**src/rtl/multdiv_ctrl_pkg.sv**
```systemverilog
// Shared definitions for the multiply/divide sequencer: md ALUOp codes,
// FSM state type and operation-decode helpers.
package multdiv_ctrl_pkg;

  localparam logic [4:0] ALU_MULT  = 5'h18;
  localparam logic [4:0] ALU_MULTU = 5'h19;
  localparam logic [4:0] ALU_DIV   = 5'h1A;
  localparam logic [4:0] ALU_DIVU  = 5'h1B;
  localparam logic [4:0] ALU_MADD  = 5'h1C;
  localparam logic [4:0] ALU_MADDU = 5'h1D;
  localparam logic [4:0] ALU_MSUB  = 5'h1E;
  localparam logic [4:0] ALU_MSUBU = 5'h1F;

  typedef enum logic [2:0] {
    IDLE = 3'd0,
    MUL  = 3'd1,
    DIV  = 3'd2,
    ACC  = 3'd3,
    DONE = 3'd4
  } multdiv_state_t;

  function automatic logic is_md(input logic [4:0] op);
    case (op)
      ALU_MULT, ALU_MULTU, ALU_DIV, ALU_DIVU,
      ALU_MADD, ALU_MADDU, ALU_MSUB, ALU_MSUBU: is_md = 1'b1;
      default:                                  is_md = 1'b0;
    endcase
  endfunction

  function automatic logic is_signed_md(input logic [4:0] op);
    case (op)
      ALU_MULT, ALU_DIV, ALU_MADD, ALU_MSUB: is_signed_md = 1'b1;
      default:                              is_signed_md = 1'b0;
    endcase
  endfunction

  function automatic logic is_div_op(input logic [4:0] op);
    case (op)
      ALU_DIV, ALU_DIVU: is_div_op = 1'b1;
      default:           is_div_op = 1'b0;
    endcase
  endfunction

  function automatic logic is_acc_op(input logic [4:0] op);
    case (op)
      ALU_MADD, ALU_MADDU, ALU_MSUB, ALU_MSUBU: is_acc_op = 1'b1;
      default:                                  is_acc_op = 1'b0;
    endcase
  endfunction

  function automatic logic is_sub_op(input logic [4:0] op);
    case (op)
      ALU_MSUB, ALU_MSUBU: is_sub_op = 1'b1;
      default:             is_sub_op = 1'b0;
    endcase
  endfunction

  // Magnitude of a signed operand; unsigned operands pass through.
  function automatic logic [31:0] abs32(input logic [31:0] v, input logic sgn);
    if (sgn && v[31]) abs32 = ~v + 32'd1;
    else              abs32 = v;
  endfunction

endpackage

```
**src/rtl/multdiv_ctrl_if.sv**
```systemverilog
// EXE-stage handshake between the pipeline and the multiply/divide sequencer.
interface multdiv_ctrl_if;
  logic        EXE_Valid;
  logic [4:0]  EXE_ALUOp;
  logic [31:0] EXE_ResultA;
  logic [31:0] EXE_ResultB;
  logic [63:0] HiLo_Cur;
  logic        EXE_Wr;
  logic        ExceptionAssert;
  logic        EXE_MULTDIVStall;
  logic        EXE_Finish;
  logic [31:0] EXE_MULTDIVtoHI;
  logic [31:0] EXE_MULTDIVtoLO;

  modport slave (
    input  EXE_Valid, EXE_ALUOp, EXE_ResultA, EXE_ResultB, HiLo_Cur, EXE_Wr, ExceptionAssert,
    output EXE_MULTDIVStall, EXE_Finish, EXE_MULTDIVtoHI, EXE_MULTDIVtoLO
  );

  modport master (
    output EXE_Valid, EXE_ALUOp, EXE_ResultA, EXE_ResultB, HiLo_Cur, EXE_Wr, ExceptionAssert,
    input  EXE_MULTDIVStall, EXE_Finish, EXE_MULTDIVtoHI, EXE_MULTDIVtoLO
  );
endinterface

```
**src/rtl/multdiv_ctrl_div_radix2.sv**
```systemverilog
// Unsigned 32/32 restoring divider, one quotient bit per cycle. The first
// iteration is taken on the start edge so the result is final when count hits 0.
module multdiv_ctrl_div_radix2 #(
  parameter int ITER = 32
) (
  input  logic        clk,
  input  logic        rst,
  input  logic        start,
  input  logic        abort,
  input  logic [31:0] dividend,
  input  logic [31:0] divisor,
  output logic        busy,
  output logic [5:0]  count,
  output logic [31:0] quotient,
  output logic [31:0] remainder
);

  logic [31:0] dvs;
  logic [63:0] step_start;
  logic [63:0] step_run;

  // rem[31] set means the shifted partial remainder exceeds 2^32 > divisor.
  function automatic logic [63:0] div_step(input logic [31:0] rem, input logic [31:0] quo,
                                           input logic [31:0] d);
    logic [31:0] shifted;
    shifted = {rem[30:0], quo[31]};
    if (rem[31] || (shifted >= d)) div_step = {shifted - d, quo[30:0], 1'b1};
    else                           div_step = {shifted, quo[30:0], 1'b0};
  endfunction

  assign step_start = div_step(32'd0, dividend, divisor);
  assign step_run   = div_step(remainder, quotient, dvs);

  // Iteration register: load on start, shift one bit per busy cycle.
  always_ff @(posedge clk or posedge rst) begin
    if (rst) begin
      busy      <= 1'b0;
      count     <= 6'd0;
      quotient  <= 32'd0;
      remainder <= 32'd0;
      dvs       <= 32'd0;
    end else if (abort) begin
      busy      <= 1'b0;
      count     <= 6'd0;
      quotient  <= 32'd0;
      remainder <= 32'd0;
      dvs       <= 32'd0;
    end else if (start) begin
      {remainder, quotient} <= step_start;
      dvs   <= divisor;
      count <= 6'(ITER - 1);
      busy  <= 1'b1;
    end else if (busy) begin
      if (count == 6'd0) begin
        busy <= 1'b0;
      end else begin
        {remainder, quotient} <= step_run;
        count <= count - 6'd1;
      end
    end
  end

endmodule

```
**src/rtl/multdiv_ctrl.sv**
```systemverilog
// EXE-stage multiply/divide sequencer: issues md ops, stalls the front end,
// runs the pipelined multiplier or iterative divider, and holds {HI,LO}.
module multdiv_ctrl
  import multdiv_ctrl_pkg::*;
#(
  parameter int MUL_LAT  = 2,
  parameter int DIV_ITER = 32
) (
  input logic            clk,
  input logic            rst,
  multdiv_ctrl_if.slave  bus
);

  multdiv_state_t state, next_state;

  logic [5:0]  cnt;
  logic [4:0]  op;
  logic [31:0] mag_a, mag_b, dvd_raw;
  logic        neg, rem_neg, div_zero;
  logic [63:0] hilo;

  logic        md_req, issue, in_signed;
  logic [31:0] in_mag_a, in_mag_b;

  logic        div_start, div_busy, div_done;
  logic [5:0]  div_count;
  logic [31:0] div_quo, div_rem, quo_fix, rem_fix;
  logic [63:0] div_fix;

  logic [63:0] mul_raw, mul_out, mul_fix;
  logic        mul_first, mul_last;

  assign md_req    = bus.EXE_Valid & is_md(bus.EXE_ALUOp) & ~bus.ExceptionAssert;
  assign issue     = md_req & (state == IDLE);
  assign in_signed = is_signed_md(bus.EXE_ALUOp);
  assign in_mag_a  = abs32(bus.EXE_ResultA, in_signed);
  assign in_mag_b  = abs32(bus.EXE_ResultB, in_signed);

  assign bus.EXE_MULTDIVStall = md_req & (state != DONE);
  assign bus.EXE_Finish       = (state == DONE);
  assign bus.EXE_MULTDIVtoHI  = hilo[63:32];
  assign bus.EXE_MULTDIVtoLO  = hilo[31:0];

  assign div_start = issue & is_div_op(bus.EXE_ALUOp);
  assign div_done  = (state == DIV) & div_busy & (div_count == 6'd0);

  multdiv_ctrl_div_radix2 #(.ITER(DIV_ITER)) u_div (
    .clk       (clk),
    .rst       (rst),
    .start     (div_start),
    .abort     (bus.ExceptionAssert),
    .dividend  (in_mag_a),
    .divisor   (in_mag_b),
    .busy      (div_busy),
    .count     (div_count),
    .quotient  (div_quo),
    .remainder (div_rem)
  );

  assign quo_fix = neg ? (~div_quo + 32'd1) : div_quo;
  assign rem_fix = rem_neg ? (~div_rem + 32'd1) : div_rem;
  assign div_fix = div_zero ? {dvd_raw, 32'hFFFF_FFFF} : {rem_fix, quo_fix};

  assign mul_raw   = {32'd0, mag_a} * {32'd0, mag_b};
  assign mul_first = (state == MUL) & (cnt == 6'(MUL_LAT - 1));
  assign mul_fix   = neg ? (~mul_out + 64'd1) : mul_out;

  // The HI/LO register is the last multiplier stage; earlier stages shift here.
  generate
    if (MUL_LAT == 1) begin : g_lat1
      assign mul_out  = mul_raw;
      assign mul_last = mul_first;
    end else begin : g_latn
      logic [63:0]        pipe [MUL_LAT-1];
      logic [MUL_LAT-2:0] vld;

      // Product and valid-bit shift chain.
      always_ff @(posedge clk or posedge rst) begin
        if (rst) begin
          vld <= '0;
          for (int k = 0; k < MUL_LAT - 1; k++) pipe[k] <= 64'd0;
        end else if (bus.ExceptionAssert) begin
          vld <= '0;
        end else begin
          vld[0]  <= mul_first;
          pipe[0] <= mul_raw;
          for (int k = 1; k < MUL_LAT - 1; k++) begin
            vld[k]  <= vld[k-1];
            pipe[k] <= pipe[k-1];
          end
        end
      end

      assign mul_out  = pipe[MUL_LAT-2];
      assign mul_last = vld[MUL_LAT-2] & (state == MUL);
    end
  endgenerate

  // State register.
  always_ff @(posedge clk or posedge rst) begin
    if (rst) state <= IDLE;
    else     state <= next_state;
  end

  // Next-state logic; a flush overrides every transition.
  always_comb begin
    next_state = state;
    if (bus.ExceptionAssert) begin
      next_state = IDLE;
    end else begin
      case (state)
        IDLE: begin
          if (issue) next_state = is_div_op(bus.EXE_ALUOp) ? DIV : MUL;
          else       next_state = IDLE;
        end
        MUL: begin
          if (cnt == 6'd0) next_state = is_acc_op(op) ? ACC : DONE;
          else             next_state = MUL;
        end
        DIV: begin
          if (div_done) next_state = DONE;
          else          next_state = DIV;
        end
        ACC:  next_state = DONE;
        DONE: begin
          if (bus.EXE_Wr) next_state = IDLE;
          else            next_state = DONE;
        end
        default: next_state = IDLE;
      endcase
    end
  end

  // Operand latch, multiplier countdown and HI/LO result; results survive a flush.
  always_ff @(posedge clk or posedge rst) begin
    if (rst) begin
      op       <= 5'd0;
      mag_a    <= 32'd0;
      mag_b    <= 32'd0;
      dvd_raw  <= 32'd0;
      neg      <= 1'b0;
      rem_neg  <= 1'b0;
      div_zero <= 1'b0;
      cnt      <= 6'd0;
      hilo     <= 64'd0;
    end else if (bus.ExceptionAssert) begin
      cnt <= 6'd0;
    end else begin
      if (issue) begin
        op       <= bus.EXE_ALUOp;
        mag_a    <= in_mag_a;
        mag_b    <= in_mag_b;
        dvd_raw  <= bus.EXE_ResultA;
        neg      <= in_signed & (bus.EXE_ResultA[31] ^ bus.EXE_ResultB[31]);
        rem_neg  <= in_signed & bus.EXE_ResultA[31];
        div_zero <= (bus.EXE_ResultB == 32'd0);
        cnt      <= is_div_op(bus.EXE_ALUOp) ? 6'd0 : 6'(MUL_LAT - 1);
      end else if ((state == MUL) && (cnt != 6'd0)) begin
        cnt <= cnt - 6'd1;
      end

      if (mul_last)            hilo <= mul_fix;
      else if (state == ACC)   hilo <= is_sub_op(op) ? (bus.HiLo_Cur - hilo) : (bus.HiLo_Cur + hilo);
      else if (div_done)       hilo <= div_fix;
    end
  end

endmodule

```
**src/flat_wrapper.sv**
```systemverilog
// flat-port wrapper written by rule: the top's interface ports become plain ports
module multdiv_ctrl_flat import multdiv_ctrl_pkg::*;
#(
  parameter int MUL_LAT  = 2,
  parameter int DIV_ITER = 32
)
  (clk, rst, bus_EXE_Valid, bus_EXE_ALUOp, bus_EXE_ResultA, bus_EXE_ResultB, bus_HiLo_Cur, bus_EXE_Wr, bus_ExceptionAssert, bus_EXE_MULTDIVStall, bus_EXE_Finish, bus_EXE_MULTDIVtoHI, bus_EXE_MULTDIVtoLO);
  multdiv_ctrl_if bus_i ();
  input logic clk;
  input logic rst;
  input wire logic [$bits(bus_i.EXE_Valid)-1:0] bus_EXE_Valid;
  input wire logic [$bits(bus_i.EXE_ALUOp)-1:0] bus_EXE_ALUOp;
  input wire logic [$bits(bus_i.EXE_ResultA)-1:0] bus_EXE_ResultA;
  input wire logic [$bits(bus_i.EXE_ResultB)-1:0] bus_EXE_ResultB;
  input wire logic [$bits(bus_i.HiLo_Cur)-1:0] bus_HiLo_Cur;
  input wire logic [$bits(bus_i.EXE_Wr)-1:0] bus_EXE_Wr;
  input wire logic [$bits(bus_i.ExceptionAssert)-1:0] bus_ExceptionAssert;
  output wire logic [$bits(bus_i.EXE_MULTDIVStall)-1:0] bus_EXE_MULTDIVStall;
  output wire logic [$bits(bus_i.EXE_Finish)-1:0] bus_EXE_Finish;
  output wire logic [$bits(bus_i.EXE_MULTDIVtoHI)-1:0] bus_EXE_MULTDIVtoHI;
  output wire logic [$bits(bus_i.EXE_MULTDIVtoLO)-1:0] bus_EXE_MULTDIVtoLO;
  assign bus_i.EXE_Valid = bus_EXE_Valid;
  assign bus_i.EXE_ALUOp = bus_EXE_ALUOp;
  assign bus_i.EXE_ResultA = bus_EXE_ResultA;
  assign bus_i.EXE_ResultB = bus_EXE_ResultB;
  assign bus_i.HiLo_Cur = bus_HiLo_Cur;
  assign bus_i.EXE_Wr = bus_EXE_Wr;
  assign bus_i.ExceptionAssert = bus_ExceptionAssert;
  assign bus_EXE_MULTDIVStall = bus_i.EXE_MULTDIVStall;
  assign bus_EXE_Finish = bus_i.EXE_Finish;
  assign bus_EXE_MULTDIVtoHI = bus_i.EXE_MULTDIVtoHI;
  assign bus_EXE_MULTDIVtoLO = bus_i.EXE_MULTDIVtoLO;
  multdiv_ctrl #(.MUL_LAT(MUL_LAT), .DIV_ITER(DIV_ITER)) u_core (.clk(clk), .rst(rst), .bus(bus_i));
endmodule
```
**config.mk**
```make
export PLATFORM = sky130hd
export DESIGN_NAME = multdiv_ctrl_flat
export DESIGN_NICKNAME = d
export VERILOG_FILES = /design/src/rtl/multdiv_ctrl_pkg.sv /design/src/rtl/multdiv_ctrl_if.sv /design/src/rtl/multdiv_ctrl_div_radix2.sv /design/src/rtl/multdiv_ctrl.sv /design/src/flat_wrapper.sv
export SDC_FILE = /design/constraint.sdc
export NUM_CORES = 2
export LEC_CHECK = 0
export ABC_AREA = 1
export CELL_PAD_IN_SITES_DETAIL_PLACEMENT = 1
export CELL_PAD_IN_SITES_GLOBAL_PLACEMENT = 1
export CORE_UTILIZATION = 50
export CTS_BUF_LIST = sky130_fd_sc_hd__clkbuf_8
export CTS_CLUSTER_SIZE = 20
export DETAILED_ROUTE_END_ITERATION = 8
export HOLD_SLACK_MARGIN = 0.02
export PLACE_DENSITY = 0.88
export RECOVER_POWER = 50
export SKIP_LAST_GASP = 1
export SYNTH_ARGS = -nofsm -noshare
export SYNTH_HDL_FRONTEND = slang
export SYNTH_SLANG_ARGS = --single-unit
```
**constraint.sdc**
```tcl
create_clock -name clk -period 28.2 [get_ports clk]
set_clock_uncertainty 0.15 [all_clocks]
set_input_delay 5.64 -clock clk [delete_from_list [all_inputs] [get_ports clk]]
set_output_delay 5.64 -clock clk [all_outputs]
set_load 0.1 [all_outputs]
```
Yosys cells after proc, flatten, opt, wreduce, memory -nomap -nowiden:

Memories as Yosys holds them, arrays and structs flattened.
Index checks and enable logic that the tools add are counted.

* add/subtract/negate cells: 11
* $mul: 1
* magnitude comparators: 2
* eq/ne operators: 16
* muxes and demuxes: 57
* bitwise logic cells: 18
* reduce and logical (&&, ||, !) cells: 20

Operators with widths (number)
* 64-bit 2-to-1 mux: 8
* 32-bit 2-to-1 mux: 14
* 32-bit by 1-bit adder with 32-bit output, second input constant: 4
* 32-bit NOT: 4
* 64-bit by 1-bit adder with 64-bit output, second input constant: 1
* 64-bit adder: 1
* 32-bit by 32-bit multiplier with 64-bit output: 1
* 64-bit NOT: 1
* 64-bit subtractor: 1
* 5-bit == test, second input constant: 9
* 6-bit 2-to-1 mux: 7
* 1-bit by 32-bit greater-or-equal comparator with 1-bit output: 1
* 32-bit greater-or-equal comparator: 1
* 32-bit zero test: 1
* 1-bit by 32-bit subtractor with 32-bit output: 1
* 32-bit subtractor: 1
* 1-bit 2-to-1 mux: 20
* 3-bit 2-to-1 mux: 6
* 3-bit one-hot mux with 5 select lines: 1
* 6-bit zero test: 2
* 6-bit by 1-bit subtractor with 6-bit output, second input constant: 2
* 1-bit AND: 11
* 3-bit nonzero test: 3
* 4-bit OR reduction: 2
* other kinds (16): 22

* register bits: 345
* bits in read-only memories: 32
* output and inout bits: 66
* logic and storage cells: 143
* memories: 1

Memories
* (name not given): depth 32, bits a word 1, rd ports 1, clocked after Yosys merged registers in 0, wr ports 0, line multdiv_ctrl_pkg.sv:23 `case (op)`

Depth between registers and ports, before layout:

An unclocked memory read counts as a cell.

* depth in word-level cells: 11
* depth in mapped cells: 34

By module:

A second synthesis with hierarchy kept.

* cells, all modules: 9830
* area total of the unflattened synthesis: 65993.3 um^2

Modules (own cells, without submodules)
* multdiv_ctrl: times used 1, cells an instance 8646, area each 58397.3 um^2, sequential area each 6005.8 um^2
* multdiv_ctrl_div_radix2: times used 1, cells an instance 1184, area each 7596.0 um^2, sequential area each 2577.5 um^2

Least setup slack after synthesis:

No wires, ideal clock.

* path type: input to output
* start point: input bus_ExceptionAssert
* end point: output bus_EXE_MULTDIVStall
* arrival time: 7.204 ns
* path slack: 15.206 ns
* stages: 4
* buffers on the path: 1
* cell sequence: buf_2 > inv_2 > nand3_1 > nor2_1

* longest elaborated chain between the ends: 3

Ends and longest elaborated chain
* start: declaration: line flat_wrapper.sv:17 `input wire logic [$bits(bus_i.ExceptionAssert)-1:0] bus_ExceptionAssert;`
* 1-bit NOT (no line)
* 1-bit AND: line multdiv_ctrl.sv:33 `assign md_req = bus.EXE_Valid & is_md(bus.EXE_ALUOp) & ~bus.ExceptionAssert;`
* 1-bit AND: line multdiv_ctrl.sv:39 `assign bus.EXE_MULTDIVStall = md_req & (state != DONE);`
* end: declaration: line flat_wrapper.sv:18 `output wire logic [$bits(bus_i.EXE_MULTDIVStall)-1:0] bus_EXE_MULTDIVStall;`

No other way between the ends.

==> results.txt <==
----------------------------------------------------
[Outcome]
  Run status ... finished with violations
  Failing checks ... capacitance limit, slew limit

[Clock network]
  CTS Root Buffer Type ... sky130_fd_sc_hd__clkbuf_8
  Count of instances resized after the clock tree is built ... 0
  Number of buffers created by CTS ... 66
  Clock buffer depth ... 3
  CTS H-tree depth ... 3
  Clock tree from TritonCTS ... yes
  Hold-fix buffers at CTS ... 0
  Clock transition time at the flip-flop clock pins of the worst setup and hold paths ... 0.07 ns
  Number of sinks handled by clock tree synthesis ... 344
  Number of setup buffers added after CTS ... 0
  Worst-skew pair later-pin latency ... 0.75 ns

[Die]
  Number of standard-cell rows in the floorplan ... 131
  Floorplan die width ... 361 µm
  Y dimension of the die ... 361 µm
  Full die area ... 130000 µm²
  Core Area ... 128000 µm²
  Initial standard-cell utilization of the core ... 0.505
  Count of boundary I/O pins ... 204

[Timing]
  Total count of max-transition violations in the final report ... 582
  Max Clock Freq ... 0.0564 GHz
  Final hold violations ... 0
  Unrepaired setup endpoints after global routing ... no
  Share of the cycle needed by the critical path after routing ... 0.628
  Slew margin rel. ... -5.35
  Final total negative setup slack ... 0 ns
  Slew at the pin closest to its max-slew limit ... 9.52 ns
  Final min period ... 17.72 ns
  Final setup fails ... 0

[Critical path]
  Data required time at the worst endpoint ... 25.74 ns
  Kind of end point of the critical path ... asynchronous set/reset pin
  Register-to-register setup slack ... 19.58 ns
  Max Fanout on Critical Path ... 168
  Startpoint of the most critical register-to-register path ... u_core.mag_a[25]
  Top cell family by delay on the critical path ... buffers and inverters
  Startpoint type of the worst setup path ... input port
  Critical Path AT ... ~15 ns
  Number of cells on the worst reg-to-reg path ... 26
  Slowest cell on crit path ... sky130_fd_sc_hd__clkbuf_1
  Critical-path cell list ... dlygate4sd3_1 -> clkinvlp_2 -> clkbuf_1
  Worst path max stage delay ... 6.79 ns
  Critical R2R Capture ... u_core.g_latn.pipe[53]
  Worst setup path category ... input port to asynchronous set/reset pin
  Total buffers and inverters traversed by the critical path ... 3

[Cells and area]
  Total of fill cells in the finished design ... 16782
  Final #Nets ... 10709
  Fraction of layout cells with a size suffix above 1 ... 0.0307
  Area growth syn-to-layout ... 7.14%

[Placed design]
  Routability Congestion ... ~1.0
  Detailed Place HPWL ... 220000 µm
  Number of buffers inserted by port buffering ... between 200 and 250

[Min path]
  Hold_sp ... u_core.op[3]
  Worst hold-check path type ... register to register
  Cell depth of the worst hold path ... 1
  WHS Endpoint ... u_core.op[3]

[Global route]
  Antenna violations before repair ... 8
  First-pass GRT wire length ... 417000 µm
  All-layer global routing usage ... 0.421
  Via count of the first global-routing pass ... 70765
  Largest net degree at the start of global routing ... 169
  Remaining Overflow, GRT ... 0

[Routing]
  Wire per inst ... 24.8 µm
  Routed via count divided by cell count ... 5.80
  Number of DRC markers in iteration 0 ... 5484
  Routed Antenna Nets ... 0
  Number of optimization iterations in the first detailed-route pass ... 6
  Routed via count ... between 60000 and 70000
  Wire length reported by the detailed router ... 273000 µm
  DRC errors left ... 0

[Yosys]
  Largest area contributor in the synthesized netlist ... sky130_fd_sc_hd__fa_1
  Commonest cells post-synth ... 2402 x sky130_fd_sc_hd__nand2_1, 2186 x sky130_fd_sc_hd__inv_1, 898 x sky130_fd_sc_hd__fa_1, 717 x sky130_fd_sc_hd__nor2_1, 524 x sky130_fd_sc_hd__o21ai_0
  Count of flip-flops with a built-in enable after synthesis ... 0
  Area share of the largest cell type after synthesis ... 0.279
  Main area contributors after synthesis ... sky130_fd_sc_hd__fa_1 28%, sky130_fd_sc_hd__nand2_1 14%, sky130_fd_sc_hd__dfrtp_1 13%
  Most numerous cell in the Yosys netlist ... sky130_fd_sc_hd__nand2_1
  Number of standard cells after synthesis ... 9347
  Async SR Flop Fraction ... 1.00
  Most used DFF post-synth ... sky130_fd_sc_hd__dfrtp_1
  Post-synthesis sequential area ratio ... 0.134
  Netlist cell types ... between 50 and 60
  Yosys warning count ... 0
  Mean area per synthesized cell ... 6.89 µm²
  Mapped Area ... 64400 µm²
  Nets in the synthesized netlist ... roughly 11000
  Number of synthesized register bits ... 344

[Job]
  Max-cap violations ... 7

----------------------------------------------------
[logic make-up after synthesis]
group	synth area share
AND/OR/NAND/NOR	0.240
buffers and inverters	0.152
adder cells (fa/ha/maj)	0.351
AO/OA/AOI/OAI	0.0983
flip-flops	0.134
XOR/XNOR	0.0253
[worst max-delay path by stage]
stage	startpoint	to	slack, ns	depth (start not counted)
6_report	rst	u_core.neg	10.48	3
5_1_grt	rst	u_core.neg	8.53	3
2_1_floorplan	rst	u_core.cnt[0]	12.87	1
4_1_cts	bus_ExceptionAssert	bus_EXE_MULTDIVStall	14.25	6
3_3_place_gp	bus_ExceptionAssert	bus_EXE_MULTDIVStall	14.29	6
3_5_place_dp	bus_ExceptionAssert	bus_EXE_MULTDIVStall	14.27	6
[layout make-up]
class	count	area (µm²)	area share
Multi-Input combinational cell	6399	46000	0.667
Sequential cell	344	8610	0.125
Inverter	2199	8260	0.120
Timing Repair Buffer	294	2690	0.0390
Tap cell	1662	2080	0.0301
Clock buffer	81	1110	0.0162
Clock inverter	34	241	0.00350
Antenna cell	6	15.0	0.000218
[registers in the layout, summed over array words and instances (netlist names), 6 cells and up]
| name | flops |
|---|---|
| u_core.mag_b | 32 |
| u_core.g_latn.pipe | 64 |
| u_core.u_div.remainder | 32 |
| u_core.u_div.quotient | 32 |
| u_core.mag_a | 31 |
| u_core.cnt | 6 |
| u_core.u_div.count | 6 |
| u_core.dvd_raw | 32 |
| u_core.hilo | 64 |
| u_core.u_div.dvs | 32 |
[metal layers]
metal,GRT usage,share of wire
met1,0.521,0.39
met2,0.693,0.47
met3,0.0634,0.074
met4,0.260,0.070
met5,0,0.000037
[per-stage QoR]
step	utilization	hold WS, ns	cells	worst slack (ns)	area [µm²]
after floorplan	-	0.290	9347	12.87	64400
after global placement	0.530	0.301	10898	14.29	67700
after detailed placement	0.530	0.317	10898	14.27	67700
after CTS	0.541	0.333	11013	14.25	69100
after global routing	0.541	0.352	11016	8.53	69000
final	0.541	0.334	11019	10.48	69000
[placed cells by master (no fill, tap or decap), drive strengths merged, types with 48 or more instances in the layout]
cell	instances
a21oi	391
clkdlybuf4s50	201
fa	898
clkbuf	88
xor2	149
ha	369
inv	2216
nor2	735
o22ai	48
nand2	2415
nor3	102
a31oi	49
nand4	58
dfrtp	344
buf	84
nand3	372
o21ai	532
Power is not shown: default switching activity piles up to over one toggle a cycle in this logic, so the estimate is an artifact.
